## config.mk

```make
export PLATFORM = sky130hd
export DESIGN_NAME = mem_bus_if
export DESIGN_NICKNAME = d
export VERILOG_FILES = /design/src/rtl/mem_bus_if.sv
export SDC_FILE = /design/constraint.sdc
export NUM_CORES = 1
export LEC_CHECK = 0
export CAP_MARGIN = 0
export CORE_MARGIN = 2
export CORE_UTILIZATION = 35
export CTS_BUF_LIST = sky130_fd_sc_hd__clkbuf_8
export DETAILED_ROUTE_END_ITERATION = 6
export DONT_BUFFER_PORTS = 1
export GPL_ROUTABILITY_DRIVEN = 0
export PLACE_DENSITY = 0.61
export SYNTH_ARGS = -nofsm -noshare
export SYNTH_HDL_FRONTEND = slang
export SYNTH_SLANG_ARGS = --single-unit
```

## constraint.sdc

```tcl
create_clock -name clk -period 3.4 [get_ports clk]
set_input_delay 0.17 -clock clk [delete_from_list [all_inputs] [get_ports clk]]
set_output_delay 0.17 -clock clk [all_outputs]
set_load 0.02 [all_outputs]
```

## src/rtl/mem_bus_if.sv

```systemverilog
// MEM-stage bus interface: SPM accesses are served in the same cycle, everything
// else goes over the shared system bus with a req/grant/ready handshake.
module mem_bus_if #(
  parameter int         WORD_ADDR_W = 30,
  parameter int         WORD_DATA_W = 32,
  parameter logic [2:0] SPM_SEG     = 3'b011
) (
  input  logic                   clk,
  input  logic                   reset,
  input  logic                   stall,
  input  logic                   flush,
  output logic                   busy,
  input  logic [WORD_ADDR_W-1:0] addr,
  input  logic                   as_,
  input  logic                   rw,
  input  logic [WORD_DATA_W-1:0] wr_data,
  output logic [WORD_DATA_W-1:0] rd_data,
  input  logic [WORD_DATA_W-1:0] spm_rd_data,
  output logic [WORD_ADDR_W-1:0] spm_addr,
  output logic                   spm_as_,
  output logic                   spm_rw,
  output logic [WORD_DATA_W-1:0] spm_wr_data,
  input  logic [WORD_DATA_W-1:0] bus_rd_data,
  input  logic                   bus_rdy_,
  input  logic                   bus_grnt_,
  output logic                   bus_req_,
  output logic [WORD_ADDR_W-1:0] bus_addr,
  output logic                   bus_as_,
  output logic                   bus_rw,
  output logic [WORD_DATA_W-1:0] bus_wr_data
);

  typedef enum logic [1:0] {IDLE, REQ, ACCESS, STALL} state_t;

  state_t                 state_q, state_d;
  logic                   bus_req_q, bus_req_d;
  logic                   bus_as_q, bus_as_d;
  logic [WORD_ADDR_W-1:0] bus_addr_q, bus_addr_d;
  logic                   bus_rw_q, bus_rw_d;
  logic [WORD_DATA_W-1:0] bus_wr_data_q, bus_wr_data_d;
  logic [WORD_DATA_W-1:0] rd_buf_q, rd_buf_d;
  logic                   last_rd_q, last_rd_d;

  logic spm_hit;
  logic access;

  assign spm_hit = (addr[WORD_ADDR_W-1 -: 3] == SPM_SEG);
  assign access  = !flush && !as_;

  assign spm_addr    = addr;
  assign spm_rw      = rw;
  assign spm_wr_data = wr_data;

  assign bus_req_    = bus_req_q;
  assign bus_as_     = bus_as_q;
  assign bus_addr    = bus_addr_q;
  assign bus_rw      = bus_rw_q;
  assign bus_wr_data = bus_wr_data_q;

  always_comb begin
    state_d       = state_q;
    bus_req_d     = bus_req_q;
    bus_as_d      = bus_as_q;
    bus_addr_d    = bus_addr_q;
    bus_rw_d      = bus_rw_q;
    bus_wr_data_d = bus_wr_data_q;
    rd_buf_d      = rd_buf_q;
    last_rd_d     = last_rd_q;
    rd_data       = '0;
    busy          = 1'b0;
    spm_as_       = 1'b1;
    case (state_q)
      IDLE: begin
        if (access) begin
          if (spm_hit) begin
            spm_as_ = 1'b0;
            rd_data = rw ? spm_rd_data : '0;
          end else begin
            busy          = 1'b1;
            bus_req_d     = 1'b0;
            bus_addr_d    = addr;
            bus_rw_d      = rw;
            bus_wr_data_d = wr_data;
            state_d       = REQ;
          end
        end
      end
      REQ: begin
        busy = 1'b1;
        if (flush) begin
          bus_req_d = 1'b1;
          state_d   = IDLE;
        end else if (!bus_grnt_) begin
          bus_as_d = 1'b0;
          state_d  = ACCESS;
        end
      end
      ACCESS: begin
        // Strobe is a single-cycle pulse; flush cannot abort a started transfer.
        bus_as_d = 1'b1;
        if (bus_rdy_) begin
          busy = 1'b1;
        end else begin
          rd_data       = bus_rw_q ? bus_rd_data : '0;
          bus_req_d     = 1'b1;
          bus_addr_d    = '0;
          bus_rw_d      = 1'b1;
          bus_wr_data_d = '0;
          last_rd_d     = bus_rw_q;
          if (bus_rw_q) rd_buf_d = bus_rd_data;
          state_d = stall ? STALL : IDLE;
        end
      end
      STALL: begin
        // Hold the completed load result while the pipeline is frozen.
        rd_data = last_rd_q ? rd_buf_q : '0;
        if (!stall || flush) state_d = IDLE;
      end
      default: state_d = IDLE;
    endcase
  end

  always_ff @(posedge clk) begin
    if (reset) begin
      state_q       <= IDLE;
      bus_req_q     <= 1'b1;
      bus_as_q      <= 1'b1;
      bus_addr_q    <= '0;
      bus_rw_q      <= 1'b1;
      bus_wr_data_q <= '0;
      rd_buf_q      <= '0;
      last_rd_q     <= 1'b0;
    end else begin
      state_q       <= state_d;
      bus_req_q     <= bus_req_d;
      bus_as_q      <= bus_as_d;
      bus_addr_q    <= bus_addr_d;
      bus_rw_q      <= bus_rw_d;
      bus_wr_data_q <= bus_wr_data_d;
      rd_buf_q      <= rd_buf_d;
      last_rd_q     <= last_rd_d;
    end
  end

endmodule

```

Word level (Yosys, flattened, before mapping):

Cells that the tools add are included.

* register bits after elaboration: 100
* input port bits: 134

* muxes and demuxes: 40
* equality and inequality tests: 12
* reductions and logical operators: 15
* bitwise operators: 1

Operators with widths (count)
* $mux 32: 9
* $pmux 32 s3: 1
* $mux 30: 3
* $pmux 32 s2: 1
* $pmux 30 s2: 1
* $mux 2: 7
* $ne 2x2->1 const B: 7
* $mux 1: 13
* $reduce_and 5->1: 2
* $pmux 2 s4: 1
* $pmux 1 s3: 2
* $reduce_and 3->1: 2
* $eq 2x2->1 const B: 2
* $pmux 1 s2: 2
* $reduce_and 4->1: 1
* $reduce_bool 2->1: 2
* $eq 3x2->1 const B: 1
* $logic_not 1->1: 3
* $ne 3x3->1 const B: 1
* $reduce_bool 3->1: 1
* $eq 2x1->1 const B: 1
* $logic_not 2->1: 1
* $reduce_and 2->1: 1
* $logic_and 1x1->1: 1
* other kinds (2): 2

Logic depth before layout (Yosys ltp):

* depth after elaboration: 4
* mapped depth: 9

Worst setup path after synthesis:

Ideal clock, no wire load.

* path type: reg2out
* start: register state_q[0]
* end: output port rd_data[10]
* path slack: 1.309 ns
* data arrival time: 1.921 ns
* stages on the path, launching flop included: 9
* path through: dfxtp_1 inv_1 ha_1 buf_2 inv_1 nor3_4 clkbuf_1 a22oi_1 o2bb2ai_1

* word-level cells in the longest chain between the ends: 2
* elaborated cells on any way between the ends: 4
* classes of those cells: eq/ne: 2; mux: 1; reduce/logical: 1

Ends and longest elaborated chain
* from (decl): line 35 `state_t state_q, state_d;`
* from (signal assigned): line 134 `state_q <= state_d;`
* $eq 2x2->1 or $logic_not 2->1 (tied branches): line 72 `case (state_q)`
* $pmux 32 s3 *: line 72
* to (decl): line 17 `output logic [WORD_DATA_W-1:0] rd_data,`

Mark *: on every way between the ends. The rest lies on a longest branch, timed or not.

Final worst setup path:

* start: register state_q[0]
* end: output port rd_data[22]

The elaborated chain is that of the path after synthesis.

==> impl_metrics.tcl <==
set metrics [dict create \
    outcome "finished clean" \
    hold_violations 0 \
    fin_ws_ns 0.424 \
    first_pass_iters 5 \
    power-per-cell-area_mw_per_mm2 455 \
    fin_nets 627 \
    port_buffers 0 \
    ys_seq_elements 100 \
    swShare_pct 28.7 \
    cap_violations 0 \
    r2r_cells 7 \
    period_needed_ns 2.98 \
    n_fill_cell 1187 \
    timing.rr.end "rd_buf_q[15]" \
    yosys-top-cells-count "dfxtp_1, buf_4, nand2_1" \
    synth.top_cells.by_area "dfxtp_1, a22o_1, buf_4, o2bb2ai_1, a22oi_1" \
    wl_per_cell_um 19.5 \
    postSynthCellCount 473 \
    ys_seq_area_share_pct 44.6 \
    clkPwrFrac_pct 33.8 \
    via_count 3670 \
    pwr-share-seq_pct 54.4 \
    p_leak_nw 1.87 \
    fin_cells 667 \
    synthToLayoutAreaGrowth_pct 18.4 \
    die_h_um 117 \
    worstMarginPinSlew_ns 0.743 \
    syn-cell-area_sq_mm 0.00449 \
    hold_slack_ns 0.0295 \
    grt_pass1_vias 3663 \
    drt_iter0_markers 238 \
    place_ws_ns 0.888 \
    setup_tns_ns 0 \
    htreeDepth 3 \
    route.detailed.drc 0 \
    yosysTopAreaCellShare_pct 44.6 \
    comb_power_share_pct 11.8 \
    synth-warning-count 0 \
    ff2ff_setup_slack_ns 0.80 \
    avgSynthCellArea_sq_um 9.50 \
    p_switching_uw 696 \
    coreArea_sq_mm 0.0126 \
    routed_wirelength_um 13000 \
    fp.dieW_um 117 \
    yosysMostFrequentCell "dfxtp_1" \
    clk_latency_ns 0.38 \
    via_per_inst 5.50 \
    irDropWorstVdd_v 0.000255 \
    postPlaceCellArea_sq_mm 0.00412 \
    placementRows 41 \
    cp-start-kind "flip-flop" \
    final-setup-viol-count 0 \
    drv_slew 0 \
    post-route-util_pct 42.3 \
    slew_headroom_pct 50.5 \
    min_path_type "input port to flip-flop" \
    dieArea_sq_mm 0.0138 \
    post-dp-hpwl_um 8090 \
    min_period_over_period_pct 87.5 \
    synth_ff_type "dfxtp_1" \
    endpoint "rd_data[22]" \
    cts_tree "done" \
    endpoint_kind "output port" \
    grt_pass1_wl_um 20100 \
    cts_max_path_buffers 2 \
    drive_above_1_share_pct 6.30 \
    clk_pin_slew_worst_paths_ns 0.10 \
    synth_cell_types 30 \
    cts_buffers 9 \
    cts.sinks 100 \
    critPathLaunch "state_q[0]" \
    synthArstFlopShare_pct 0 \
    start_util_pct 35.7 \
    fin_area_sq_mm 0.00532 \
    grt_max_degree 65 \
    grt-ovfl-total 0 \
    post_cts_buffers 0 \
    fmax_ghz 0.336 \
    cts_resized 0 \
    dp_cells 551 \
    power.internal_mw 1.73 \
    crit_path_max_fanout 64 \
    track_usage_pct 18.3 \
    synth_edf_count 0 \
    rr_startpoint "state_q[0]" \
    finalClockSkew_ns 0.0165 \
    worst_ep_required_time_ns 3.23 \
    rsz0062_at_grt "no" \
    drtAntennaViolNets 0 \
    yosys.area.top_type "dfxtp_1" \
    arrival_ns 2.81 \
    io_pins 296 \
    worstSetupPathType "flip-flop to output port" \
    power.total_mw 2.42 \
    root_buffer "clkbuf_8" \
    grt_antenna_before_repair 3 \
    synth_fp_nets 613 \
]
==> power groups by stage <==
stage	registers, mW	clock network, mW	logic [mW]
6_report	1.32	0.818	0.286
2_1_floorplan	1.33	0	0.267
3_5_place_dp	1.34	0	0.179
3_3_place_gp	1.34	0	0.172
4_1_cts	1.32	0.848	0.283
5_1_grt	1.32	0.899	0.312
==> state kept, by name (all words and copies together), names as in the netlist <==
register,cells
bus_wr_data,32
rd_buf_q,32
bus_addr,30
state_q,2
bus_as_,1
bus_req_,1
bus_rw,1
last_rd_q,1
==> routing by layer <==
metal / share of wire, % / vias to the layer above / GRT usage [%]
met3: 9.8 / 32 / 7.49
met1: 39 / 1746 / 20.2
li1: - / 1679 / -
met5: 0 / - / 0
met4: 3.3 / 0 / 8.58
met2: 48 / 213 / 30.7
==> critical path, cell delays in order, from the launching register on <==
cell	delay, ns
dfxtp_1	0.37
inv_1	0.10
ha_1	0.40
inv_1	0.16
nor3_4	0.17
buf_4	0.50
a22oi_1	0.21
o2bb2ai_1	0.47
==> cell families after synthesis <==
family | count (synthesis) | synth area share (%)
adders and majority gates | 6 | 1.67
and+or+nand+nor | 83 | 8.69
AOI/OAI and AO/OA | 176 | 29.5
buffers and inverters | 107 | 15.3
DFF | 100 | 44.6
muxes | 1 | 0.223
==> cells in the final DEF, fill, tap and decap left out <==
master / count
dlygate4sd3_1: 96
dfxtp_1: 100
buf_4: 7
o21bai_1: 1
buf_12: 2
mux2i_1: 1
nor4b_1: 1
o2bb2ai_1: 32
a31oi_1: 1
nor3_1: 1
bufinv_16: 1
a22oi_1: 34
nor2_1: 5
ha_1: 6
nand3b_4: 1
or4b_4: 1
inv_6: 2
diode_2: 3
clkinvlp_4: 1
or4_1: 1
nand2_1: 65
a21oi_1: 41
inv_1: 5
nor3_4: 3
o21ba_2: 1
inv_8: 3
nor2b_1: 1
clkbuf_8: 9
and2_1: 1
a22o_1: 62
o21ai_0: 4
or3_1: 2
nand3_1: 1
==> how the worst min path moves through the flow <==
stage	cells after the start	from	to
after global routing	2	bus_rdy_	last_rd_q
after floorplan	1	wr_data[14]	bus_wr_data[14]
after CTS	2	bus_rdy_	last_rd_q
final	2	bus_rdy_	last_rd_q
after global placement	1	reset	rd_buf_q[20]
after detailed placement	1	reset	rd_buf_q[1]
==> area by class of cell <==
cell class | count | area, sq um | share of cell area [%]
Inverter | 5 | 18.8 | 0.353
Timing Repair Buffer | 105 | 1050 | 19.8
Multi-Input combinational cell | 266 | 1810 | 34.0
Clock inverter | 7 | 88.8 | 1.67
Clock buffer | 9 | 124 | 2.33
Sequential cell | 100 | 2000 | 37.6
Tap cell | 172 | 215 | 4.05
Antenna cell | 3 | 7.51 | 0.141
==> repair_timing <==
action	in CTS	in global routing
hold buffers	97	0
setup endpoints to repair	0	0
endpoints found under the hold margin	99	0
No activity file was read; power rests on OpenSTA's default activity.
